[config.mk]
export PLATFORM = sky130hd
export DESIGN_NAME = ram_line_ctrl
export DESIGN_NICKNAME = d
export VERILOG_FILES = /design/src/rtl/ram_line_ctrl.sv
export SDC_FILE = /design/constraint.sdc
export NUM_CORES = 1
export LEC_CHECK = 0
export ABC_AREA = 1
export BUFFER_PORTS_ARGS = -buffer_cell sky130_fd_sc_hd__buf_2
export CAP_MARGIN = 20
export CORE_UTILIZATION = 49
export DETAILED_ROUTE_END_ITERATION = 6
export PLACE_DENSITY = 0.91
export RECOVER_POWER = 50
export SYNTH_ARGS = -nofsm -noshare
export SYNTH_HDL_FRONTEND = slang
export SYNTH_SLANG_ARGS = --single-unit
export TNS_END_PERCENT = 50
[constraint.sdc]
create_clock -name i_clk -period 1.4 [get_ports i_clk]
set_input_delay 0.28 -clock i_clk [delete_from_list [all_inputs] [get_ports i_clk]]
set_output_delay 0.28 -clock i_clk [all_outputs]
set_load 0.02 [all_outputs]
[src/rtl/ram_line_ctrl.sv]
// ram_line_ctrl: expands one cache line fill/evict into LINE_WORDS consecutive
// single-word accesses on a single-port memory with fixed read latency.
module ram_line_ctrl #(
  parameter int ADDR_W = 14,
  parameter int DATA_W = 10,
  parameter int LINE_WORDS = 4,
  parameter int RAM_LAT = 1,
  localparam int IW = $clog2(LINE_WORDS)
) (
  input  logic              i_clk,
  input  logic              i_rst_n,
  input  logic              i_req_valid,
  output logic              o_req_ready,
  input  logic              i_req_write,
  input  logic [ADDR_W-1:0] i_req_addr,
  output logic              o_wdata_req,
  output logic [IW-1:0]     o_wdata_idx,
  input  logic [DATA_W-1:0] i_wdata,
  output logic              o_rdata_valid,
  output logic [IW-1:0]     o_rdata_idx,
  output logic [DATA_W-1:0] o_rdata,
  output logic              o_done,
  output logic [ADDR_W-1:0] o_ram_addr,
  output logic              o_ram_read,
  output logic              o_ram_write,
  output logic [DATA_W-1:0] o_ram_data_in,
  input  logic [DATA_W-1:0] i_ram_data_out
);
  typedef enum logic [2:0] {IDLE, RD, RD_DRAIN, WR, WR_LAST} state_t;
  localparam logic [IW-1:0] LAST = IW'(LINE_WORDS - 1);
  state_t            r_state;
  logic [ADDR_W-1:0] r_base;
  logic [ADDR_W-1:0] r_ram_addr;
  logic [IW-1:0]     r_beat;
  logic [IW-1:0]     w_next;
  logic              r_ram_read;
  logic              r_ram_write;
  logic              r_wdata_req;
  logic              r_wr_done;
  logic              w_rd_last;
  logic [DATA_W-1:0] r_ram_data_in;
  logic [RAM_LAT-1:0] r_dv;
  logic [IW-1:0]     r_di [RAM_LAT];
  assign w_next = r_beat + IW'(1);
  // Reads leave in order, so the last word is the tail entry tagged LAST.
  assign w_rd_last = r_dv[RAM_LAT-1] && r_di[RAM_LAT-1] == LAST;
  assign o_req_ready = i_rst_n && r_state == IDLE;
  assign o_wdata_req = r_wdata_req;
  assign o_wdata_idx = r_beat;
  assign o_rdata_valid = r_dv[RAM_LAT-1];
  assign o_rdata_idx = r_di[RAM_LAT-1];
  assign o_rdata = i_ram_data_out;
  assign o_done = w_rd_last | r_wr_done;
  assign o_ram_addr = r_ram_addr;
  assign o_ram_read = r_ram_read;
  assign o_ram_write = r_ram_write;
  assign o_ram_data_in = r_ram_data_in;
  always_ff @(posedge i_clk or negedge i_rst_n) begin
    if (!i_rst_n) begin
      r_state <= IDLE;
      r_base <= '0;
      r_ram_addr <= '0;
      r_beat <= '0;
      r_ram_read <= 1'b0;
      r_ram_write <= 1'b0;
      r_wdata_req <= 1'b0;
      r_wr_done <= 1'b0;
      r_ram_data_in <= '0;
      r_dv <= '0;
      for (int k = 0; k < RAM_LAT; k++) r_di[k] <= '0;
    end else begin
      r_dv[0] <= r_ram_read;
      r_di[0] <= r_beat;
      for (int k = 1; k < RAM_LAT; k++) begin
        r_dv[k] <= r_dv[k-1];
        r_di[k] <= r_di[k-1];
      end
      case (r_state)
        IDLE: if (i_req_valid) begin
          r_base <= i_req_addr & ~ADDR_W'(LINE_WORDS - 1);
          r_beat <= '0;
          if (i_req_write) begin
            r_wdata_req <= 1'b1;
            r_state <= WR;
          end else begin
            r_ram_addr <= i_req_addr & ~ADDR_W'(LINE_WORDS - 1);
            r_ram_read <= 1'b1;
            r_state <= RD;
          end
        end
        RD: if (r_beat == LAST) begin
          r_ram_read <= 1'b0;
          r_state <= RD_DRAIN;
        end else begin
          r_beat <= w_next;
          r_ram_addr <= r_base | ADDR_W'(w_next);
        end
        RD_DRAIN: if (w_rd_last) r_state <= IDLE;
        WR: begin
          r_ram_write <= 1'b1;
          r_ram_addr <= r_base | ADDR_W'(r_beat);
          r_ram_data_in <= i_wdata;
          if (r_beat == LAST) begin
            r_wdata_req <= 1'b0;
            r_wr_done <= 1'b1;
            r_state <= WR_LAST;
          end else begin
            r_beat <= w_next;
          end
        end
        WR_LAST: begin
          r_ram_write <= 1'b0;
          r_ram_data_in <= '0;
          r_wr_done <= 1'b0;
          r_state <= IDLE;
        end
        default: r_state <= IDLE;
      endcase
    end
  end
endmodule

### Word-level counts from Yosys, hierarchy flattened

Index checks and enable logic that the tools add are counted.

* register bits after elaboration: 48
* output and inout bits: 44
* word-level logic and storage cells: 69

* add/subtract/negate cells: 1
* equality and inequality tests: 14
* mux-type cells: 24
* bitwise logic cells: 3
* reduce and logical (&&, ||, !) cells: 16

Operators by type and width (count)
* $mux W14: 3
* $pmux W14 S3: 1
* $or A14 B2 Y14: 2
* $pmux W10 S2: 1
* $ne A2 B2 Y1 const B: 8
* $reduce_and A4 Y1: 4
* $mux W3: 4
* $pmux W3 S4: 1
* $pmux W1 S2: 4
* $reduce_bool A2 Y1: 4
* $eq A3 B2 Y1 const B: 2
* $mux W1: 6
* $mux W2: 3
* $eq A2 B2 Y1 const B: 2
* $pmux W2 S2: 1
* $reduce_and A2 Y1: 2
* $eq A3 B1 Y1 const B: 1
* $eq A3 B3 Y1 const B: 1
* $logic_not A3 Y1: 1
* $reduce_and A3 Y1: 1
* $reduce_bool A3 Y1: 1
* $add A2 B1 Y2 const B: 1
* $logic_and A1 B1 Y1: 2
* $reduce_or A2 Y1: 1
* $or A1 B1 Y1: 1

### Logic depth before layout (Yosys ltp)

* depth in word-level cells: 4
* mapped depth: 9

### Least setup slack after synthesis

No wires, ideal clock.

* path kind: reg2reg
* start point: reg r_beat[0], in the netlist o_wdata_idx[0]
* end point: reg r_ram_addr[10], in the netlist o_ram_addr[10]
* library setup time: 117 ps
* arrival: 1264 ps
* data required time: 1283 ps
* path slack: 19 ps
* stages on the path, launching flop included: 9
* buffers on the path: 1
* clock period less this slack: 1381 ps
* path through: dfrtp_1 ha_1 nand3_2 nand2_2 inv_2 nand2_2 buf_4 nand2_1 nand2_1

* word-level cells in the longest chain between the ends: 3

RTL lines
* start: declaration: RTL line 34 `logic [IW-1:0] r_beat;`
* start signal: assignment: RTL line 95 `r_beat <= w_next;`
* start signal: assignment: RTL line 108 `r_beat <= w_next;`
* $eq A2 B2 Y1: RTL line 91 `RD: if (r_beat == LAST) begin`
* $ne A2 B2 Y1 (no line)
* $reduce_and A4 Y1 (no line)
* end signal: assignment: RTL line 86 `r_ram_addr <= i_req_addr & ~ADDR_W'(LINE_WORDS - 1);`
* end signal: assignment: RTL line 96 `r_ram_addr <= r_base | ADDR_W'(w_next);`
* end signal: assignment: RTL line 101 `r_ram_addr <= r_base | ADDR_W'(r_beat);`
* end: declaration: RTL line 33 `logic [ADDR_W-1:0] r_ram_addr;`

No other way between the ends.
A chain may end at the register's enable or synchronous reset.

### Worst setup path in the final report

* start point: reg r_state[1]
* end point: reg r_wdata_req, in the netlist o_wdata_req

* word-level cells in the longest chain between the ends: 3

RTL lines
* start: declaration: RTL line 31 `state_t r_state;`
* start signal: assignment: RTL line 60 `r_state <= IDLE;`
* start signal: assignment: RTL line 84 `r_state <= WR;`
* start signal: assignment: RTL line 88 `r_state <= RD;`
* $eq A3 B2 Y1 or $logic_not A3 Y1 (tied branches): RTL line 78 `case (r_state)`
* $ne A2 B2 Y1 (no line) or $reduce_bool A2 Y1 (tied branches)
* $reduce_and A4 Y1 (no line)
* end signal: assignment: RTL line 66 `r_wdata_req <= 1'b0;`
* end signal: assignment: RTL line 83 `r_wdata_req <= 1'b1;`
* end signal: assignment: RTL line 104 `r_wdata_req <= 1'b0;`
* end: declaration: RTL line 38 `logic r_wdata_req;`

Parallel ways exist; a longest one is shown, timed or not.

==> metrics.cfg <==
[cts]
cts_tree = yes
clk_pin_slew_ns = 0.09
htreeDepth = 2
clockBufferDepth = 2
cts_sinks = 48
cts_buffers = 5
clkLatencyLatePin_ns = 0.30
cts_root_buf = clkbuf_8
postCtsHoldBufs = 0

[die]
dieArea_mm2 = 0.00475
core_mm2 = 0.00414
fp-row-count = 23
io-pin-count = 82
start_util = 0.530
dieHeight_um = 68.9
die_w_um = 68.9

[setup_path]
end_kind = register
arrival_ns = 1.70
cp-start-kind = register
cp_slowest_cell = dfrtp_1
slowest_delay_ns = 0.42
cp_cell_sequence = buf_4, nand2_1, nor2_2, nand2_1, nand2_1, inv_1, nand3_1, nand2_1
crit_required_ns = 1.59
critical_path_class = register to register
crit_top_cell = nand2_1
worstPathMaxFanout = 4

[place]
io_buffers = 59
place_hpwl_mm = 3.44
globalplace.congestion = 0.867
place_ws_ns = -0.00467

[logic_synthesis]
netlist.area_leader.share = 0.547
synthTopCellsByArea = dfrtp_1 (55%), nand2_1 (21%), o21ai_0 (5.9%)
yosysMostFrequentCell = nand2_1
synth.avg_cell_area_um2 = 8.04
synth_edf_count = 0
synth_ff_type = dfrtp_1
yosys.area.top_type = dfrtp_1
ys_seq_area_frac = 0.547
synthTopCellsByCount = nand2_1 (122), dfrtp_1 (48), o21ai_0 (26)
postSynthCellCount = 273
yosysWarnings = 0
netlist_area_mm2 = 0.00220
async_flop_share = 1.00
syn-num-nets = 312
yosysUniqueCellTypes = 18
synth_seq_cells = 48

[drt]
drc_errors = 0
viasPerCell = 5.20
wire_per_inst_um = 14.0
drt_iter0_markers = 171
routed_wl_mm = 5.52
num_vias = 2053
antenna_left = 0
drt_first_pass_iters = 5

[sta]
hold_violations = 0
fin_crit_ns = 1.51
setup_tns_ns = -0.635
setup_ws_ns = -0.110
setup_viol_count_final = 20
slew_viol_final = 0
skew_ns = 0.00713
min_period_over_period = 1.08
tightest_slew_ns = 0.594
fin_hold_ws_ns = 0.0766
relSlewSlack = 0.604
rsz0062_at_grt = yes
fmax_mhz = 662

[power_and_ir_drop]
p_clk_frac = 0.123
powerDensity_mw_per_mm2 = 2540
swShare = 0.450
p_comb_frac = 0.551
power.switching_w = 0.00322
p_leak_nw = 1.59
ir_worst_vdd_mv = 1.41
intPower_w = 0.00394
power_frac_seq = 0.326

[finish]
syn2layout_area_growth_pct = 28.5
nNetsFinal = 384
drive_above_1_share = 0.328
antenna_cells = 0

[grt]
grt_overflow = 0
groute.usage.overall = 0.238
grt_pass1_vias = 1859
grt_busiest_layer = met2
grt_antenna_before_repair = 0
met2_usage = 0.363
use_met3 = 0.0592
grt_max_degree = 49
gr-usage-met1 = 0.293
grt_pass1_wl_mm = 8.07

[run]
cap_viol_max_count = 0

[hold_path]
min_path_type = input port to asynchronous set/reset pin

[outcome]
status = finished, violations left
violations = negative setup slack

[stage by stage]
step                      total power (W)   util  instances  instance area (um^2)
final                             0.00716  0.681        395                  2820
after global routing              0.00770  0.681        395                  2820
after CTS                         0.00695  0.668        393                  2770
after detailed placement          0.00582  0.623        379                  2580
after global placement            0.00566  0.623        379                  2580
after floorplan                   0.00460      -        273                  2200
[registers in the layout (all words and copies together), names as in the netlist, 2 cells and up]
| signal | flops |
|---|---|
| o_ram_data_in | 10 |
| o_wdata_idx | 2 |
| o_rdata_idx | 2 |
| r_state | 3 |
| o_ram_addr | 14 |
| r_base | 12 |
[cells by family after synthesis]
| family | count (synthesis) | synth area share |
|---|---|---|
| adders and majority gates | 1 | 0.00570 |
| and+or+nand+nor | 151 | 0.282 |
| DFF | 48 | 0.547 |
| AOI/OAI and AO/OA | 28 | 0.0661 |
| buffers and inverters | 45 | 0.0991 |
[cell type report]
cell class / count / area (um^2)
fillers: 316 / 1320
well taps: 50 / 62.6
clock buffers: 7 / 96.3
repair buffers: 81 / 514
multi-input cells: 181 / 836
flip-flops and latches: 48 / 1200
inverters: 28 / 110
[layout by cell type (no fill, tap or decap), types with 2 or more instances in the layout]
| cell type | Yosys | final |
|---|---|---|
| nand2_4 | 0 | 4 |
| nand3_2 | 2 | 4 |
| buf_6 | 0 | 3 |
| buf_4 | 12 | 18 |
| nor2_4 | 2 | 4 |
| nor2_1 | 9 | 7 |
| inv_4 | 0 | 2 |
| inv_1 | 24 | 20 |
| o21ai_0 | 26 | 26 |
| inv_2 | 4 | 6 |
| dfrtp_1 | 48 | 46 |
| clkbuf_8 | 0 | 7 |
| buf_12 | 0 | 3 |
| buf_2 | 3 | 57 |
| nand3_1 | 12 | 10 |
| nand2_1 | 122 | 120 |
| dfrtp_2 | 0 | 2 |
[per-layer routing]
layer	vias to the layer above	part of all wire
li1	973	-
met2	113	0.47
met1	937	0.41
met3	30	0.076
met4	0	0.050
met5	-	0
[final timing paths]
check / startpoint / endpoint / slack [ns] / cells after the start
max: r_state[1]$_DFFE_PN0P_ / o_wdata_req$_DFFE_PN0P_ / -0.11 / 8
min: i_rst_n / r_state[1]$_DFFE_PN0P_ / 0.08 / 2
max reg2reg: r_state[1]$_DFFE_PN0P_ / o_wdata_req$_DFFE_PN0P_ / -0.11 / 8
min reg2reg: o_ram_read$_DFFE_PN0P_ / o_rdata_valid$_DFF_PN0_ / 0.40 / 0
max in group asynchronous: i_rst_n / r_state[2]$_DFFE_PN0P_ / 0.87 / 2
min in group i_clk: i_wdata[9] / o_ram_data_in[9]$_DFFE_PN0P_ / 0.18 / 3
[power groups by stage]
stage | registers, W | clock network, W | logic, W
finish | 0.00233 | 0.000884 | 0.00395
global route | 0.00241 | 0.000946 | 0.00434
CTS | 0.00233 | 0.000883 | 0.00374
detailed placement | 0.00235 | 0 | 0.00346
global placement | 0.00233 | 0 | 0.00333
floorplan | 0.00284 | 0 | 0.00176
[timing repair]
action	in CTS	in global routing
pin swaps	4	1
endpoints found under the setup margin	16	32
setup buffers	6	2
gates cloned	1	0
resized for setup	15	11
[critical path: cells and delay by family (launching register included)]
family | cells | cell delay, ns
flops | 1 | 0.42
simple gates | 6 | 0.71
buf+inv | 2 | 0.27
Power figures use the tool's default switching activity.
